File: src/rtl/bin2bcd_seq.sv
// Iterative binary-to-BCD converter (shift-and-add-3), one bit per clock.
// Accepts unsigned or two's-complement words; returns packed BCD, sign and digit count.
module bin2bcd_seq #(
  parameter int BIN_W     = 8,
  parameter int DIGITS    = 3,
  parameter int SIGNED_IN = 0
) (
  input  logic                         clk,
  input  logic                         rst_n,
  input  logic                         in_valid,
  output logic                         in_ready,
  input  logic [BIN_W-1:0]             bin_in,
  output logic                         out_valid,
  input  logic                         out_ready,
  output logic [4*DIGITS-1:0]          bcd_out,
  output logic                         sign_out,
  output logic [$clog2(DIGITS+1)-1:0]  ndig_out
);

  localparam int BCD_W = 4 * DIGITS;
  localparam int CNT_W = $clog2(BIN_W + 1);
  localparam int NDW   = $clog2(DIGITS + 1);

  typedef enum logic [1:0] {IDLE, SHIFT, DONE} state_t;

  state_t            state, state_nxt;
  logic [BIN_W-1:0]  bin_sr, bin_nxt, mag;
  logic [BCD_W-1:0]  bcd_sr, bcd_nxt;
  logic [CNT_W-1:0]  cnt;
  logic              neg, sign_r, accept, last;

  // Pre-shift correction: any digit >= 5 gets +3 so the doubling carries into the next digit.
  function automatic logic [BCD_W-1:0] add3(input logic [BCD_W-1:0] b);
    logic [BCD_W-1:0] r;
    r = b;
    for (int k = 0; k < DIGITS; k++)
      if (b[4*k +: 4] > 4'd4) r[4*k +: 4] = b[4*k +: 4] + 4'd3;
    return r;
  endfunction

  function automatic logic [NDW-1:0] ndig_of(input logic [BCD_W-1:0] b);
    logic [NDW-1:0] n;
    n = NDW'(1);
    for (int k = 0; k < DIGITS; k++)
      if (b[4*k +: 4] != 4'd0) n = NDW'(k + 1);
    return n;
  endfunction

  assign in_ready = (state == IDLE);
  assign accept   = in_valid && in_ready;
  assign last     = (cnt == CNT_W'(BIN_W - 1));

  // The most negative operand negates to 2^(BIN_W-1), which still fits as unsigned.
  always_comb begin
    neg = (SIGNED_IN != 0) && bin_in[BIN_W-1];
    mag = neg ? (~bin_in + BIN_W'(1)) : bin_in;
    {bcd_nxt, bin_nxt} = {add3(bcd_sr), bin_sr} << 1;
  end

  always_ff @(posedge clk or negedge rst_n) begin
    if (!rst_n) state <= IDLE;
    else        state <= state_nxt;
  end

  always_comb begin
    state_nxt = state;
    case (state)
      IDLE:    if (in_valid)  state_nxt = SHIFT;
      SHIFT:   if (last)      state_nxt = DONE;
      DONE:    if (out_ready) state_nxt = IDLE;
      default:                state_nxt = IDLE;
    endcase
  end

  always_ff @(posedge clk or negedge rst_n) begin
    if (!rst_n) begin
      bin_sr    <= '0;
      bcd_sr    <= '0;
      cnt       <= '0;
      sign_r    <= 1'b0;
      out_valid <= 1'b0;
      bcd_out   <= '0;
      sign_out  <= 1'b0;
      ndig_out  <= NDW'(1);
    end else if (accept) begin
      bin_sr <= mag;
      bcd_sr <= '0;
      cnt    <= '0;
      sign_r <= neg;
    end else if (state == SHIFT) begin
      bin_sr <= bin_nxt;
      bcd_sr <= bcd_nxt;
      cnt    <= cnt + CNT_W'(1);
      // Outputs are captured once, on the final shift, and then held through DONE.
      if (last) begin
        out_valid <= 1'b1;
        bcd_out   <= bcd_nxt;
        sign_out  <= sign_r;
        ndig_out  <= ndig_of(bcd_nxt);
      end
    end else if (state == DONE && out_ready) begin
      out_valid <= 1'b0;
    end
  end

endmodule

File: config.mk
export PLATFORM = sky130hd
export DESIGN_NAME = bin2bcd_seq
export DESIGN_NICKNAME = d
export VERILOG_FILES = /design/src/rtl/bin2bcd_seq.sv
export SDC_FILE = /design/constraint.sdc
export NUM_CORES = 1
export LEC_CHECK = 0
export ABC_AREA = 1
export CAP_MARGIN = 20
export CORE_UTILIZATION = 52
export DETAILED_ROUTE_END_ITERATION = 12
export DONT_BUFFER_PORTS = 1
export PLACE_DENSITY = 0.7
export SYNTH_ARGS = -nofsm -noshare
export SYNTH_HDL_FRONTEND = slang
export SYNTH_SLANG_ARGS = --single-unit
File: constraint.sdc
create_clock -name clk -period 1.41 [get_ports clk]
set_input_delay 0.282 -clock clk [delete_from_list [all_inputs] [get_ports clk]]
set_output_delay 0.282 -clock clk [all_outputs]
set_load 0.01 [all_outputs]
* Word level (Yosys, flattened, before mapping)
Index checks and enable logic that the tools add are counted.
** Storage, ports and cells
- Register bits after elaboration :: 41
- Input port bits :: 12
- Output and inout port bits :: 17
- Word-level logic and storage cells :: 49
** Cells by class
- Add/subtract/negate cells :: 4
- Magnitude comparators :: 3
- Equality and inequality tests :: 6
- Multiplexer cells :: 18
- Bitwise operators :: 1
- Reductions and logical operators :: 10
** Operators with widths (count)
- two-way mux 12 bit :: 2
- two-way mux 4 bit :: 4
- two-way mux 8 bit :: 2
- > comparator 4 x 3 -> 1 bit, second input constant :: 3
- two-way mux 2 bit :: 5
- AND reduction 3 bit :: 3
- adder 4 x 2 -> 4 bit, second input constant :: 2
- nonzero test 4 bit :: 2
- inequality test 2 bit, second input constant :: 3
- one-hot mux 2 bit (3 select lines) :: 1
- adder 4 x 1 -> 4 bit, second input constant :: 1
- == test 4 x 3 -> 1 bit, second input constant :: 1
- nonzero test 2 bit :: 2
- adder 3 x 2 -> 3 bit, second input constant :: 1
- two-way mux 1 bit :: 3
- two-way mux 3 bit :: 1
- == test 2 x 1 -> 1 bit, second input constant :: 1
- == test 2 bit, second input constant :: 1
- logical AND 1 bit :: 2
- logical NOT 2 bit :: 1
- inverter 1 bit :: 1

* Logic depth before layout (Yosys ltp)
Gate-level depths: netlist of run 1.
- Depth in word-level cells :: 5
- Depth in mapped cells :: 11
- Mapped depth without buffers :: 11

* Worst setup path after synthesis of run 1
Ideal clock, no wire load.
- Path type :: register to register
- Start point :: register bcd_sr[4]
- End point :: register ndig_out[1]
- Library setup time :: 0.125 ns
- Arrival time :: 1.256 ns
- Required time :: 1.285 ns
- Path slack :: 0.030 ns
- Cell stages (with the launch flop) :: 10
- Path buffers :: 0
- Period minus slack after synthesis :: 1.380 ns
- Cell sequence :: dfrtp_1 > inv_1 > ha_1 > inv_1 > nand2_2 > nand2_4 > nand3_1 > nand3_1 > nor2_1 > a21oi_1
** On the way
- Word-level cells in the longest chain between the ends :: 5
- Elaborated cells between the ends (all ways) :: 7
- Those cells by class :: add/sub (1); order compare (1); mux (3); reduce/logical (2)
** Ends and longest elaborated chain
- from (decl) :: line 28 : logic [BCD_W-1:0] bcd_sr, bcd_nxt;
- from (signal assigned) :: line 92 : bcd_sr <= bcd_nxt;
- adder 4 x 2 -> 4 bit or > comparator 4 x 3 -> 1 bit (tied branches) :: line 37 : if (b[4*k +: 4] > 4'd4) r[4*k +: 4] = b[4*k +: 4] + 4'd3;
- two-way mux 4 bit (*) :: line 37
- nonzero test 4 bit :: line 45 : if (b[4*k +: 4] != 4'd0) n = NDW'(k + 1);
- two-way mux 2 bit :: line 45
- two-way mux 2 bit (*) :: line 45
- to (signal assigned) :: line 99 : ndig_out <= ndig_of(bcd_nxt);
- to (decl) :: line 17 : output logic [$clog2(DIGITS+1)-1:0] ndig_out
Every way passes the cells marked *; elsewhere a longest branch is shown, timed or not.
A chain may end at the register's enable or synchronous reset.

* Final worst setup path of run 1
- Start point :: register bcd_sr[5]
- End point :: register ndig_out[1]
The elaborated chain is that of the path after synthesis.

==> metrics.cfg, run 1 <==
[outcome]
status=finished clean

[power]
p_per_area_nw_per_um2=2740
leakage_nw=1.18
internal-power_mw=3.77
p_sw_frac=0.433
vdd_drop_max_uv=1470
p_seq_frac=0.325
p_total_mw=6.64
p_switching_mw=2.88
pwr-share-comb=0.525
clockPowerShare=0.150

[placed_design]
dp_slack_ps=-10.8
detailed_place.area_um2=2150
hpwl_mm=2.53
place_congestion=0.802
io_buffer_count=0

[global_route]
grt_pass1_wl_mm=6.80
grt_pass1_vias=1538
grt-ovfl-total=0
grt_usage=0.212
grt_max_degree=42
grt_antenna_before_repair=0

[synth]
synthCells=225
syn-num-nets=244
syn_area_um2=2050
ys.warnings.count=0
yosys_register_bits=41
synth_area_leaders=dfrtp_1 49%, nand2_1 10%, inv_1 5.5%
synth.distinct_cells=33
synth-seq-area-share=0.501
synth_top_cell_by_area=dfrtp_1
yosysTopAreaCellShare=0.488
syn_area_per_cell_um2=9.11

[timing]
slew_viol_final=0
final_hold_viol_count=0
tns_ps=0
max_freq_mhz=729
min_period_ps=1370
finalSetupViolCount=0
holdWs_ps=58.9
min_period_over_period=0.972
skew_ps=8.13
grt_setup_unrepaired=yes
setup_slack_ps=39.0

[clock_network]
cts_buffers=5
numClockSinks=41
clk_root_buffer_cell=clkbuf_8
clkSlewWorstSetupHoldPaths_ps=90
cts_tree=yes
cts_max_path_buffers=2
htree_levels=2
clk_latency_ps=300

[setup_path]
crit_fanout=5
timing.rr.start=bcd_sr[5]
path_class=reg2reg
crit_start=bcd_sr[5]
end_kind=flop
cp_data_arrival_time_ps=1560
start_kind=flop
worstPathRequired_ps=1600

[cells_and_area]
fin_area_um2=2430
syn_to_final_growth_pct=18.4
drive_above_1_share=0.289
final_common_cell=nand2_1
n_fill_cell=275
layout_common_cells=49 x nand2_1, 40 x dfrtp_1, 25 x inv_1, 18 x buf_4
diodes=0
nNetsFinal=264

[floorplan]
start_util=0.552
dieArea_um2=4200
die_w_um=64.8
ioPinCount=29
die_h_um=64.8
row_count=22
core_area_um2=3720

[routing]
via_per_inst=5.27
drtIter0Drc=104
drt-total-wl_mm=3.94
drc=0
drt-pass1-iter-count=4
vias=1550
wire_per_inst_um=13.4
ant_nets=0

[min_path]
hp-class=in2reg
min_from=out_ready

[run]
maxCapViolations=0

[timing repair]
action,in CTS,in global routing
pin swaps,0,8
setup endpoints to repair,2,19
hold buffers,2,0
hold endpoints to repair,41,0
resized for setup,1,26
buffers inserted,0,4
cloned,0,0
[synthesized netlist by cell type]
cell and n:
nand3_1 12, nand2_2 4, xor2_1 2, o21a_1 1
o221ai_1 7, xnor2_1 1, inv_2 2, buf_2 1
a21oi_1 3, nand2_1 57, o21ai_1 5, nand3_2 1
buf_4 1, clkbuf_8 1, o21ai_0 5, dfrtp_1 40
o31ai_1 1, a21boi_2 1, nand4_1 1, nor2_1 10
nor2_8 1, buf_1 1, o22ai_1 12, o21ai_2 7
o21ai_4 1, conb_1 1, nand2_4 3, dfstp_2 1
ha_1 7, inv_4 1, inv_1 30, clkinv_1 1
buf_6 3
[worst max-delay path, stage by stage (launching register included)]
cell	delay, ps
dfrtp_1	380
inv_2	80
ha_4	170
inv_2	60
nand2_4	60
nand2_4	120
nand2_1	70
nand2_1	110
nand2_1	70
nor2_1	80
a21oi_1	70
[flip-flops by register name (all words and copies together), names as in the netlist]
signal and cells:
state 2, cnt 4, out_valid 1, ndig_out 2, bcd_sr 12, bin_sr 8
bcd_out 12
[metrics by stage]
stage               instances  utilization
global route              294        0.653
global placement          280        0.579
finish                    294        0.653
floorplan                 225            -
CTS                       290        0.620
detailed placement        280        0.579
[cells by family (layout without fill, tap and decap cells)]
kind of cell             count (synthesis)  in the layout  share of synthesized area
other                                    1              1                    0.00183
XOR/XNOR                                 3              3                     0.0128
AND/OR/NAND/NOR                         89             89                      0.198
buffers and inverters                   41             62                     0.0946
AO/OA/AOI/OAI                           43             43                      0.149
flip-flops                              41             41                      0.501
adder cells (fa/ha/maj)                  7              7                     0.0427
[per-layer routing]
layer / GRT usage / part of all wire / up-vias
met4: 0.0806 / 0.015 / 0
met5: 0 / 0 / -
met1: 0.270 / 0.46 / 725
met3: 0.0634 / 0.050 / 6
li1: - / - / 776
met2: 0.336 / 0.48 / 43
[power by group through the flow]
stage	registers (mW)	clock network, mW	logic [mW]
floorplan	2.09	0	2.28
global placement	2.15	0	2.97
detailed placement	2.16	0	3.00
CTS	2.14	1.01	3.06
global route	2.23	1.07	3.92
finish	2.16	0.996	3.49
[final timing paths]
path                               end  slack [ps]  cells after the start
hold / removal                state[1]          60                      1
setup / recovery           ndig_out[1]          40                     10
max in group asynchronous  ndig_out[0]         720                      2
setup reg to reg           ndig_out[1]          40                     10
min in group asynchronous  ndig_out[1]         440                      2
hold reg to reg              bin_sr[0]         530                      2
[final cells by class]
| type | instances | area (um^2) | area share |
|---|---|---|---|
| Sequential cell | 41 | 1030 | 0.423 |
| Multi-Input combinational cell | 143 | 925 | 0.381 |
| Timing Repair Buffer | 20 | 165 | 0.0680 |
| Inverter | 34 | 130 | 0.0536 |
| Clock buffer | 6 | 82.6 | 0.0340 |
| Tap cell | 48 | 60.1 | 0.0247 |
| Clock inverter | 2 | 37.5 | 0.0155 |
No activity file was read; power rests on OpenSTA's default activity.
==> run 2, diff against run 1 <==
- BUFFER_PORTS_ARGS: not set -> -buffer_cell sky130_fd_sc_hd__buf_2
- CORE_UTILIZATION: 52 -> 51
- DONT_BUFFER_PORTS: 1 -> not set
- PLACE_DENSITY: 0.7 -> 0.75
- SLEW_MARGIN: not set -> 25
==> run 2 against run 1 <==
Effect of this change: critical path depth unchanged; via count rose by 8.8%; maximum frequency fell by 0.44%; cell count grew 11%; flip-flop and latch count stayed put; largest cell class unchanged.
==> metrics.cfg, run 2 (synthesized netlist as in run 1, its figures left out) <==
[setup_path]
crit_fanout=5
timing.rr.start=bcd_sr[5]
r2r_slack_ps=30
cp_data_arrival_time_ps=1610
start_kind=flop
worst_r2r_path_depth=10
end_kind=flop
worstPathRequired_ps=1650
rr_endpoint=ndig_out[0]
path_class=reg2reg

[floorplan]
core_area_um2=3770
ioPinCount=29
row_count=22
dieArea_um2=4280
die_h_um=65.4
die_w_um=65.4
start_util=0.544

[power]
p_total_mw=7.12
vdd_drop_max_uv=1360
leakage_nw=1.33
p_per_area_nw_per_um2=2710

[clock_network]
cts_tree=yes
cts_buffers=5
clkSlewWorstSetupHoldPaths_ps=80
numClockSinks=41
clk_root_buffer_cell=clkbuf_8
htree_levels=2
cts_max_path_buffers=2
clk_latency_ps=300

[global_route]
grt_max_degree=32
grt_usage=0.225
grt_pass1_wl_mm=7.16
grt_antenna_before_repair=0
grt_pass1_vias=1646
grt-ovfl-total=0

[routing]
ant_nets=0
wire_per_inst_um=13.3
drt-pass1-iter-count=6
via_per_inst=5.19
drtIter0Drc=103
drc=0
vias=1687
drt-total-wl_mm=4.34

[outcome]
status=finished clean

[timing]
setup_slack_ps=33.0
max_freq_mhz=726
min_period_ps=1380
min_period_over_period=0.977
slew_viol_final=0
finalSetupViolCount=0
final_hold_viol_count=0
grt_setup_unrepaired=yes
skew_ps=7.64

[min_path]
hp-class=in2reg
min_from=out_ready
min_to=state[1]
hold_depth=2

[cells_and_area]
top_regs=bcd_out (12), bcd_sr (12), bin_sr (8)
layout_common_cells=46 x nand2_1, 40 x dfrtp_1, 27 x buf_2, 23 x inv_1, 22 x buf_4
finalNonFillerCells=325
diodes=0
seqCellArea_um2=1030
n_fill_cell=278
multi_input_area_um2=961
drive_above_1_share=0.401
syn_to_final_growth_pct=28.2
utilization=0.697
final_common_cell=nand2_1
nNetsFinal=295

[placed_design]
io_buffer_count=27
dp_cells=308
place_congestion=0.891
hpwl_mm=2.79
dp_slack_ps=6.96

[run]
maxCapViolations=0

run 2: cell count changes in the layout (fill, tap and decap cells not counted), sizes merged:
cell,delta
clkinvlp,-1
clkbuf,+1
buf,+31
run 2: what timing repair did:
item                                    in CTS  in global routing
hold endpoints to repair                    10                  0
buffers inserted                             1                  7
pin swaps                                    2                 18
resized for setup                            4                 36
endpoints found under the setup margin       1                 21
hold buffers                                 1                  0
gates cloned                                 0                  0
run 2: through the flow:
stage               area [um^2]  TNS [ps]  hold WS (ps)
floorplan                  2050         0         -13.6
global placement           2310         0           175
detailed placement         2310         0           173
CTS                        2450         0           157
global route               2630      -180           165
finish                     2630         0           163
run 2: how the worst max path moves through the flow:
| stage | from | end | depth (start not counted) | slack, ps |
|---|---|---|---|---|
| after floorplan | bcd_sr[4] | ndig_out[1] | 9 | 30 |
| after global placement | bcd_sr[5] | ndig_out[1] | 10 | 50 |
| after detailed placement | bcd_sr[5] | ndig_out[1] | 9 | 7 |
| after CTS | bcd_sr[8] | ndig_out[1] | 10 | 0.9 |
| after global routing | bcd_sr[8] | ndig_out[1] | 10 | -50 |
| final | bcd_sr[5] | ndig_out[0] | 10 | 30 |
run 2: cell type report:
| type | instances | area share |
|---|---|---|
| multi-input cells | 143 | 0.365 |
| clock buffers | 7 | 0.0328 |
| inverters | 34 | 0.0514 |
| flip-flops and latches | 41 | 0.391 |
| clock inverters | 1 | 0.0114 |
| repair buffers | 51 | 0.126 |
| well taps | 48 | 0.0228 |
run 2: per-layer routing:
layer / track usage / wire length [um] / up-vias
li1: - / - / 837
met2: 0.356 / 2130 / 49
met3: 0.0573 / 183 / 9
met4: 0.130 / 83 / 0
met1: 0.277 / 1940 / 792
met5: 0 / 0 / -
run 2: power by group:
group	total, mW	switching, mW	internal, mW
clock	0.991	0.414	0.577
sequential	2.06	0.326	1.73
combinational	4.08	2.34	1.74
total	7.12	3.08	4.05
run 2: worst max-delay path, cell delays in order, from the launching register on:
cell and delay, ps:
dfrtp_1 390, inv_2 120, ha_4 150, inv_2 30
nand2_2 110, nand2_4 90, nand2_2 70, nand2_1 40
nor2_1 120, nand2_1 80, a21oi_2 110
